<file path="config.mk">
export PLATFORM = sky130hd
export DESIGN_NAME = utopia_rx_cell_collector
export DESIGN_NICKNAME = d
export VERILOG_FILES = /design/src/rtl/utopia_rx_cell_collector.sv
export SDC_FILE = /design/constraint.sdc
export NUM_CORES = 1
export LEC_CHECK = 0
export BUFFER_PORTS_ARGS = -buffer_cell sky130_fd_sc_hd__buf_2
export CORE_MARGIN = 3
export CORE_UTILIZATION = 35
export CTS_CLUSTER_DIAMETER = 50
export DETAILED_ROUTE_END_ITERATION = 10
export GPL_TIMING_DRIVEN = 0
export PLACE_DENSITY = 0.47
export SLEW_MARGIN = 20
export SYNTH_ARGS = -nofsm -noshare
export SYNTH_HDL_FRONTEND = slang
export SYNTH_SLANG_ARGS = --single-unit
</file>
<file path="constraint.sdc">
create_clock -name clk -period 3.6 [get_ports clk]
set_input_delay 0 -clock clk [delete_from_list [all_inputs] [get_ports clk]]
set_output_delay 0 -clock clk [all_outputs]
set_load 0.05 [all_outputs]
</file>
<file path="src/rtl/utopia_rx_cell_collector.sv">
// UTOPIA Level 1 Rx cell collector: en/clav handshake, two-slot cell buffer,
// soc alignment + optional HEC check (`UTOPIA_HEC_CHECK_EN), valid/ready byte stream out.
module utopia_rx_cell_collector #(
  parameter int CELL_BYTES = 53,
  parameter int CNT_W      = 8
) (
  input  logic             clk,
  input  logic             rst,
  input  logic             rx_clav,
  output logic             rx_en,
  input  logic             rx_soc,
  input  logic [7:0]       rx_data,
  output logic [7:0]       cell_data,
  output logic             cell_sop,
  output logic             cell_eop,
  output logic             cell_valid,
  input  logic             cell_ready,
  output logic [CNT_W-1:0] hec_err_count,
  output logic [CNT_W-1:0] sync_err_count
);
  localparam int IDX_W = $clog2(CELL_BYTES);
  localparam logic [IDX_W-1:0] LAST_IDX = IDX_W'(CELL_BYTES - 1);
  localparam logic [CNT_W-1:0] CNT_MAX  = '1;

  localparam logic [1:0] S_IDLE   = 2'd0;
  localparam logic [1:0] S_XFER   = 2'd1;
  localparam logic [1:0] S_LAST   = 2'd2;
  localparam logic [1:0] S_COMMIT = 2'd3;

  logic [1:0]       state_q, state_d;
  logic [IDX_W-1:0] en_cnt_q, en_cnt_d;
  logic [IDX_W-1:0] byte_cnt_q, byte_cnt_d;
  logic [IDX_W-1:0] rd_cnt_q, rd_cnt_d;
  logic             rx_en_q, rx_en_d;
  logic             cap_q, cap_d;
  logic [1:0]       full_q, full_d;
  logic             wr_slot_q, wr_slot_d;
  logic             rd_slot_q, rd_slot_d;
  logic             sync_bad_q, sync_bad_d;
  logic [CNT_W-1:0] sync_cnt_q, sync_cnt_d;

  logic [7:0] slot_mem [2][CELL_BYTES];

  logic soc_err, cell_good, commit, rd_fire, rd_eop;

  // cap_q: the byte on rx_data now belongs to an enable issued last cycle
  assign soc_err = cap_q && ((byte_cnt_q == '0) ? !rx_soc : rx_soc);
  assign commit  = (state_q == S_COMMIT);

`ifdef UTOPIA_HEC_CHECK_EN
  localparam logic [IDX_W-1:0] HEC_IDX = IDX_W'(4);

  logic [7:0]       crc_q, crc_d;
  logic             hec_bad_q, hec_bad_d;
  logic [CNT_W-1:0] hec_cnt_q, hec_cnt_d;
  logic             hec_mis;

  // CRC-8, poly x^8+x^2+x+1, MSB first
  function automatic logic [7:0] crc8_byte(input logic [7:0] c);
    logic [7:0] r;
    r = c;
    for (int i = 0; i < 8; i++)
      r = r[7] ? ({r[6:0], 1'b0} ^ 8'h07) : {r[6:0], 1'b0};
    return r;
  endfunction

  assign hec_mis = cap_q && (byte_cnt_q == HEC_IDX) && (rx_data != (crc_q ^ 8'h55));

  always_comb begin
    crc_d     = crc_q;
    hec_bad_d = hec_bad_q | hec_mis;
    hec_cnt_d = hec_cnt_q;
    if (state_q == S_IDLE) begin
      crc_d     = 8'h00;
      hec_bad_d = 1'b0;
    end else if (cap_q && (byte_cnt_q < HEC_IDX)) begin
      crc_d = crc8_byte(crc_q ^ rx_data);
    end
    // sync error takes priority: one count per bad cell
    if (commit && !sync_bad_q && hec_bad_q && (hec_cnt_q != CNT_MAX))
      hec_cnt_d = hec_cnt_q + 1'b1;
  end

  always_ff @(posedge clk) begin
    if (rst) begin
      crc_q     <= 8'h00;
      hec_bad_q <= 1'b0;
      hec_cnt_q <= '0;
    end else begin
      crc_q     <= crc_d;
      hec_bad_q <= hec_bad_d;
      hec_cnt_q <= hec_cnt_d;
    end
  end

  assign cell_good     = !sync_bad_q && !hec_bad_q;
  assign hec_err_count = hec_cnt_q;
`else
  assign cell_good     = !sync_bad_q;
  assign hec_err_count = '0;
`endif

  assign rd_fire = full_q[rd_slot_q] && cell_ready;
  assign rd_eop  = rd_fire && (rd_cnt_q == LAST_IDX);

  always_comb begin
    state_d    = state_q;
    en_cnt_d   = en_cnt_q;
    byte_cnt_d = byte_cnt_q;
    rd_cnt_d   = rd_cnt_q;
    full_d     = full_q;
    wr_slot_d  = wr_slot_q;
    rd_slot_d  = rd_slot_q;
    sync_cnt_d = sync_cnt_q;
    sync_bad_d = sync_bad_q | soc_err;

    case (state_q)
      S_IDLE: begin
        en_cnt_d   = '0;
        byte_cnt_d = '0;
        sync_bad_d = 1'b0;
        if (rx_clav && !full_q[wr_slot_q])
          state_d = S_XFER;
      end
      S_XFER: begin
        en_cnt_d = en_cnt_q + 1'b1;
        if (en_cnt_q == LAST_IDX)
          state_d = S_LAST;
      end
      S_LAST:  state_d = S_COMMIT;
      default: state_d = S_IDLE;
    endcase

    if (cap_q)
      byte_cnt_d = byte_cnt_q + 1'b1;

    if (commit && cell_good) begin
      full_d[wr_slot_q] = 1'b1;
      wr_slot_d         = ~wr_slot_q;
    end
    if (commit && sync_bad_q && (sync_cnt_q != CNT_MAX))
      sync_cnt_d = sync_cnt_q + 1'b1;

    // the slot being read is never the one being committed, so both updates can land together
    if (rd_eop) begin
      full_d[rd_slot_q] = 1'b0;
      rd_slot_d         = ~rd_slot_q;
      rd_cnt_d          = '0;
    end else if (rd_fire) begin
      rd_cnt_d = rd_cnt_q + 1'b1;
    end

    rx_en_d = (state_d != S_XFER);
    cap_d   = !rx_en_q;
  end

  always_ff @(posedge clk) begin
    if (rst) begin
      state_q    <= S_IDLE;
      en_cnt_q   <= '0;
      byte_cnt_q <= '0;
      rd_cnt_q   <= '0;
      rx_en_q    <= 1'b1;
      cap_q      <= 1'b0;
      full_q     <= 2'b00;
      wr_slot_q  <= 1'b0;
      rd_slot_q  <= 1'b0;
      sync_bad_q <= 1'b0;
      sync_cnt_q <= '0;
    end else begin
      state_q    <= state_d;
      en_cnt_q   <= en_cnt_d;
      byte_cnt_q <= byte_cnt_d;
      rd_cnt_q   <= rd_cnt_d;
      rx_en_q    <= rx_en_d;
      cap_q      <= cap_d;
      full_q     <= full_d;
      wr_slot_q  <= wr_slot_d;
      rd_slot_q  <= rd_slot_d;
      sync_bad_q <= sync_bad_d;
      sync_cnt_q <= sync_cnt_d;
    end
  end

  // cell storage: plain RAM, contents only matter once a slot is marked full
  always_ff @(posedge clk) begin
    if (!rst && cap_q)
      slot_mem[wr_slot_q][byte_cnt_q] <= rx_data;
  end

  assign rx_en          = rx_en_q;
  assign cell_valid     = full_q[rd_slot_q];
  assign cell_data      = slot_mem[rd_slot_q][rd_cnt_q];
  assign cell_sop       = (rd_cnt_q == '0);
  assign cell_eop       = (rd_cnt_q == LAST_IDX);
  assign sync_err_count = sync_cnt_q;

endmodule

</file>
Word level (Yosys, flattened, before mapping)
Memories as Yosys holds them, arrays and structs flattened. A register that Yosys moved wholly into a read port is not among the register bits.
Index checks and enable logic that the tools add are counted.
{"block": "op_classes", "n_addsub": 4, "n_lt_le_gt_ge": 7, "n_eq_ne": 7, "mux": 26, "n_bitwise": 8, "reduce_logical": 23}
{"operator": "424-bit two-way mux", "n": 1}
{"operator": "8-bit binary-select mux with 6-bit select", "n": 1}
{"operator": "8-bit demux with 6-bit select", "n": 1}
{"operator": "8-bit two-way mux", "n": 3}
{"operator": "6-bit by 1-bit adder with 6-bit output, second input constant", "n": 3}
{"operator": "7-bit >= comparator, second input constant", "n": 2}
{"operator": "6-bit inverter with 7-bit output", "n": 2}
{"operator": "6-bit == test, second input constant", "n": 2}
{"operator": "6-bit logical NOT", "n": 2}
{"operator": "6-bit two-way mux", "n": 2}
{"operator": "6-bit case mux with 2 select lines", "n": 1}
{"operator": "1-bit logical AND", "n": 11}
{"operator": "1-bit two-way mux", "n": 10}
{"operator": "8-bit by 1-bit adder with 8-bit output, second input constant", "n": 1}
{"operator": "2-bit two-way mux", "n": 4}
{"operator": "8-bit inequality test, second input constant", "n": 1}
{"operator": "7-bit by 1-bit less-than comparator with 1-bit output, second input constant", "n": 1}
{"operator": "2-bit case mux with 3 select lines", "n": 1}
{"operator": "1-bit logical NOT", "n": 5}
{"operator": "2-bit == test, second input constant", "n": 2}
{"operator": "1-bit by 2-bit less-than comparator with 1-bit output, second input constant", "n": 2}
{"operator": "2-bit nonzero test", "n": 2}
{"operator": "2-bit OR reduction", "n": 2}
{"operator": "2-bit bitwise AND", "n": 1}
{"operator": "other kinds (9)", "n": 12}
{"block": "totals", "register_bits": 35, "ramBits": 848, "in_bits": 13, "out_inout_bits": 28, "word_cells": 87, "memories": 1}
{"name": "slot_mem", "words": 2, "word_bits": 424, "read_ports": 1, "rd_clocked_by_memory_dff": 1, "wr": 1, "line_no": "42", "text": "logic [7:0] slot_mem [2][CELL_BYTES];"}

Longest topological paths before layout
{"block": "logic_depth", "word_depth": 8, "ltp_mapped": 11}

Worst setup path after synthesis
OpenSTA, ideal clock, no wires.
{"block": "synth_timing", "path_type": "register to output", "startpoint": "register rd_cnt_q[2]", "endpoint": "output port cell_sop", "t_arrival_ns": 2.804, "t_required_ns": 3.600, "slack_ns": 0.796, "path_stages_with_launch": 6, "cell_sequence": "dfxtp_1 or2_2 clkbuf_1 clkbuf_1 buf_2 nor4b_1"}
{"block": "synth_via", "elab_chain_len": 1}
{"element": "start: declaration", "line_no": "33", "text": "logic [IDX_W-1:0] rd_cnt_q, rd_cnt_d;"}
{"element": "start signal: assignment", "line_no": "174", "text": "rd_cnt_q <= rd_cnt_d;"}
{"element": "6-bit logical NOT", "line_no": "194", "text": "assign cell_sop = (rd_cnt_q == '0);"}
{"element": "end: declaration", "line_no": "14", "text": "output logic cell_sop,"}
No other way between the ends.

Worst setup path in the final report
{"block": "layout_timing", "startpoint": "register rd_cnt_q[3]", "endpoint": "output port cell_data[6]"}
{"block": "layout_via", "elab_chain_len": 4}
{"element": "6-bit inverter with 7-bit output (not written as such)", "line_no": "193", "text": "assign cell_data = slot_mem[rd_slot_q][rd_cnt_q];"}
{"element": "8-bit binary-select mux with 6-bit select", "line_no": "193"}
{"element": "8-bit two-way mux (not written as such) (2 in series)", "line_no": "193"}
{"element": "end: declaration", "line_no": "13", "text": "output logic [7:0] cell_data,"}
No other way between the ends. The select of a mux whose other input is x is not followed.

==> reports/qor.yml <==
grt:
  track_usage_pct: 19.5
  grt_use_met3_pct: 3.73
  antenna_found_initial: 6
  grt_util_met2_pct: 31.0
  grt_pass1_wl_um: 144000
  use_met1_pct: 27.6
  grt_max_degree: 77
  overflow: 0
  busiest_layer: "met2"
  grt_pass1_vias: 19058
worst_setup_path:
  cpLargestDelayFamily: "buffers and inverters"
  setup.worst_path.start_class: "flop"
  crit_chain: "and2_1 -> clkdlybuf4s15_1 -> nand3_1 -> a41o_2 -> o22ai_1 -> buf_4"
  worstPathArrival_ns: 3.58
  r2r-start: "byte_cnt_q[2]"
  crit_buf_inv: 2
  critPathKind: "flop to output pin"
  rrSetupSlack_ns: 0.25
  crit_path_top_delay_cell: "clkdlybuf4s15_1"
  critPathMaxStageDelay_ns: 0.73
  ff2ff_path_depth: 4
  timing.rr.end: "slot_mem[0][360]"
  end_kind: "output pin"
  path_max_fanout: 10
  critical_path_required_ns: 3.60
worst_hold_path:
  hold_class: "input pin to flop"
  hold_depth: 5
  worstHoldStart: "rx_soc"
  whs_endpoint: "sync_bad_q"
layout:
  seq_area_um2: 26200
  post-route-util_pct: 41.4
  multiInputGateArea_um2: 8200
  drive_gt1_share_pct: 19.2
  final_cell_mix: "848 x edfxtp_1, 250 x mux2i_1, 154 x nor2_1"
  fillers: 8768
  nets: 2161
  area_growth_pct: 16.8
  layout_commonest_cell: "edfxtp_1"
synthesis:
  ys.flop_type: "edfxtp_1"
  synth_seq_area_share_pct: 74.7
  syn_inst: 1969
  ys_top_cells_by_area: "edfxtp_1 73%, mux2i_1 7.1%, mux4_2 5.8%"
  mappedNetlistArea_um2: 35100
  synth.largest_area_cell: "edfxtp_1"
  synthArstFlopShare_pct: 0
  synth_top_area_share_pct: 72.6
  ys_ff_latch: 884
  synth_edf_count: 848
  synth_cell_type_count: 57
  yosysWarnings: 0
  syn_area_per_cell_um2: 17.8
floorplan:
  die_w_um: 322
  initial_core_util_pct: 35.5
  rows: 115
  die-height_um: 322
  coreArea_um2: 98900
  io_pins: 41
  die-area_um2: 104000
clocking:
  cts_tree: "built"
  max-clock-path-buffers: 3
  clk_latency_ns: 0.67
  path_clk_slew_ns: 0.06
  cts_sinks: 884
  cts-htree-levels: 3
  cts-root-buf: "clkbuf_16"
  numCtsBuffers: 109
routing:
  dr.first_iter.drc_count: 1943
  first_pass_iters: 6
  vias: 18826
  detail-route-antenna-nets: 0
  wl_per_cell_um: 28.8
  drc: 0
  wl_um: 101000
  post_drt_via_cell_ratio: 5.35
sta:
  period_share_pct: 99.3
  worstMarginPinSlew_ns: 1.27
  maxSlewHeadroom_pct: 15.4
  rsz0062_at_grt: "yes"
  setup_violations: 0
  hold_slack_ns: 0.243
  period_needed_ns: 3.58
  drv_slew: 0
  final_hold_viol_count: 0
  skew_ns: 0.0212
  fmaxAchievable_ghz: 0.280
  tns_ns: 0
placed_design:
  gp_congestion: 0.843
  dp_hpwl_um: 69000
  portBuffers: 31
power:
  powerDensity_nw_per_um2: 538
  leakage_nw: 12.6
  power_mw: 22.0
  ir_drop_mv: 0.366
job:
  drv_cap: 0
run_status:
  status: "completed"
[cells by family after synthesis]
group                    share of synthesized area, %
AO/OA/AOI/OAI                                    4.28
buffers and inverters                            2.38
AND/OR/NAND/NOR                                  4.30
XOR/XNOR                                        0.475
flip-flops                                       74.7
multiplexers                                     13.6
adder cells (fa/ha/maj)                         0.250
other                                          0.0107
[cells in the mapped netlist (5+ instances only)]
cell,n
edfxtp_1,848
mux2i_1,250
nor2_1,162
mux4_2,90
nand2_1,90
a22oi_1,65
clkbuf_1,51
nand3_1,51
a21oi_1,48
dfxtp_1,36
buf_2,25
buf_4,24
o22ai_1,22
a221oi_1,21
mux2_2,20
buf_6,14
o21ai_1,12
xor2_1,11
nor2b_1,8
o221ai_1,8
xnor2_1,8
a41o_1,7
ha_1,7
nor3_1,7
o211ai_1,7
or3_1,6
a22o_1,5
and2_1,5
buf_12,5
nand2b_1,5
o21ai_0,5
[state kept, by name, summed over array words and instances (netlist names), named ones only]
register,count
rd_slot_q,1
en_cnt_q,6
rd_cnt_q,6
state_q,2
sync_err_count,8
wr_slot_q,1
cap_q,1
slot_mem,848
sync_bad_q,1
full_q,2
byte_cnt_q,6
rx_en,1
[metrics by stage]
| stage | area [um2] | instances | setup slack, ns |
|---|---|---|---|
| after global routing | 40900 | 3519 | -0.000711 |
| after CTS | 40900 | 3520 | 0.00563 |
| final | 40900 | 3520 | 0.0244 |
| after global placement | 36800 | 3294 | 0.0325 |
| after detailed placement | 37100 | 3302 | 0.00325 |
| after floorplan | 35100 | 1976 | 0.796 |
[worst reg2reg max path, stage by stage, from the launching register on]
cell      delay (ns)
dfxtp_1         0.36
clkbuf_1        0.33
nand3_1         0.67
clkbuf_1        0.66
nor2_1          0.94
[layer usage]
metal  wire [um]  part of all wire (%)
met1       44300                    44
met2       47600                    47
met5          18                 0.018
met3        6670                   6.6
met4        2750                   2.7
[how the worst max path moves through the flow]
stage,cells after the start,end,startpoint
final,6,cell_data[6],rd_cnt_q[3]
after CTS,11,cell_data[2],flop
after floorplan,5,cell_sop,rd_cnt_q[2]
after global placement,7,cell_data[2],rd_cnt_q[1]
after detailed placement,7,cell_data[2],rd_cnt_q[1]
after global routing,10,cell_data[6],rd_cnt_q[0]
[final cells by class]
type | instances | share of cell area [%]
clock buffer | 132 | 6.98
clock inverter | 69 | 1.51
antenna | 2 | 0.0122
buffer | 123 | 2.14
multi-input combinational | 961 | 20.0
inverter | 6 | 0.0550
sequential | 884 | 64.0
tap | 1287 | 3.93
timing repair buffer | 56 | 1.38
[timing repair]
item	4_1_cts	5_1_grt
gates resized for setup	47	15
setup buffers	4	0
pin swaps	1	0
endpoints found under the hold margin	397	0
setup endpoints to repair	9	8
hold buffers	13	0
[power breakdown]
group / internal (mW) / switching, mW / leakage, nW
sequential: 11.3 / 0.00460 / 7.91
combinational: 0.0637 / 0.250 / 3.08
clock: 6.12 / 4.33 / 1.66
total: 17.5 / 4.59 / 12.6
Note: power is estimated with default switching activity, not from simulation.
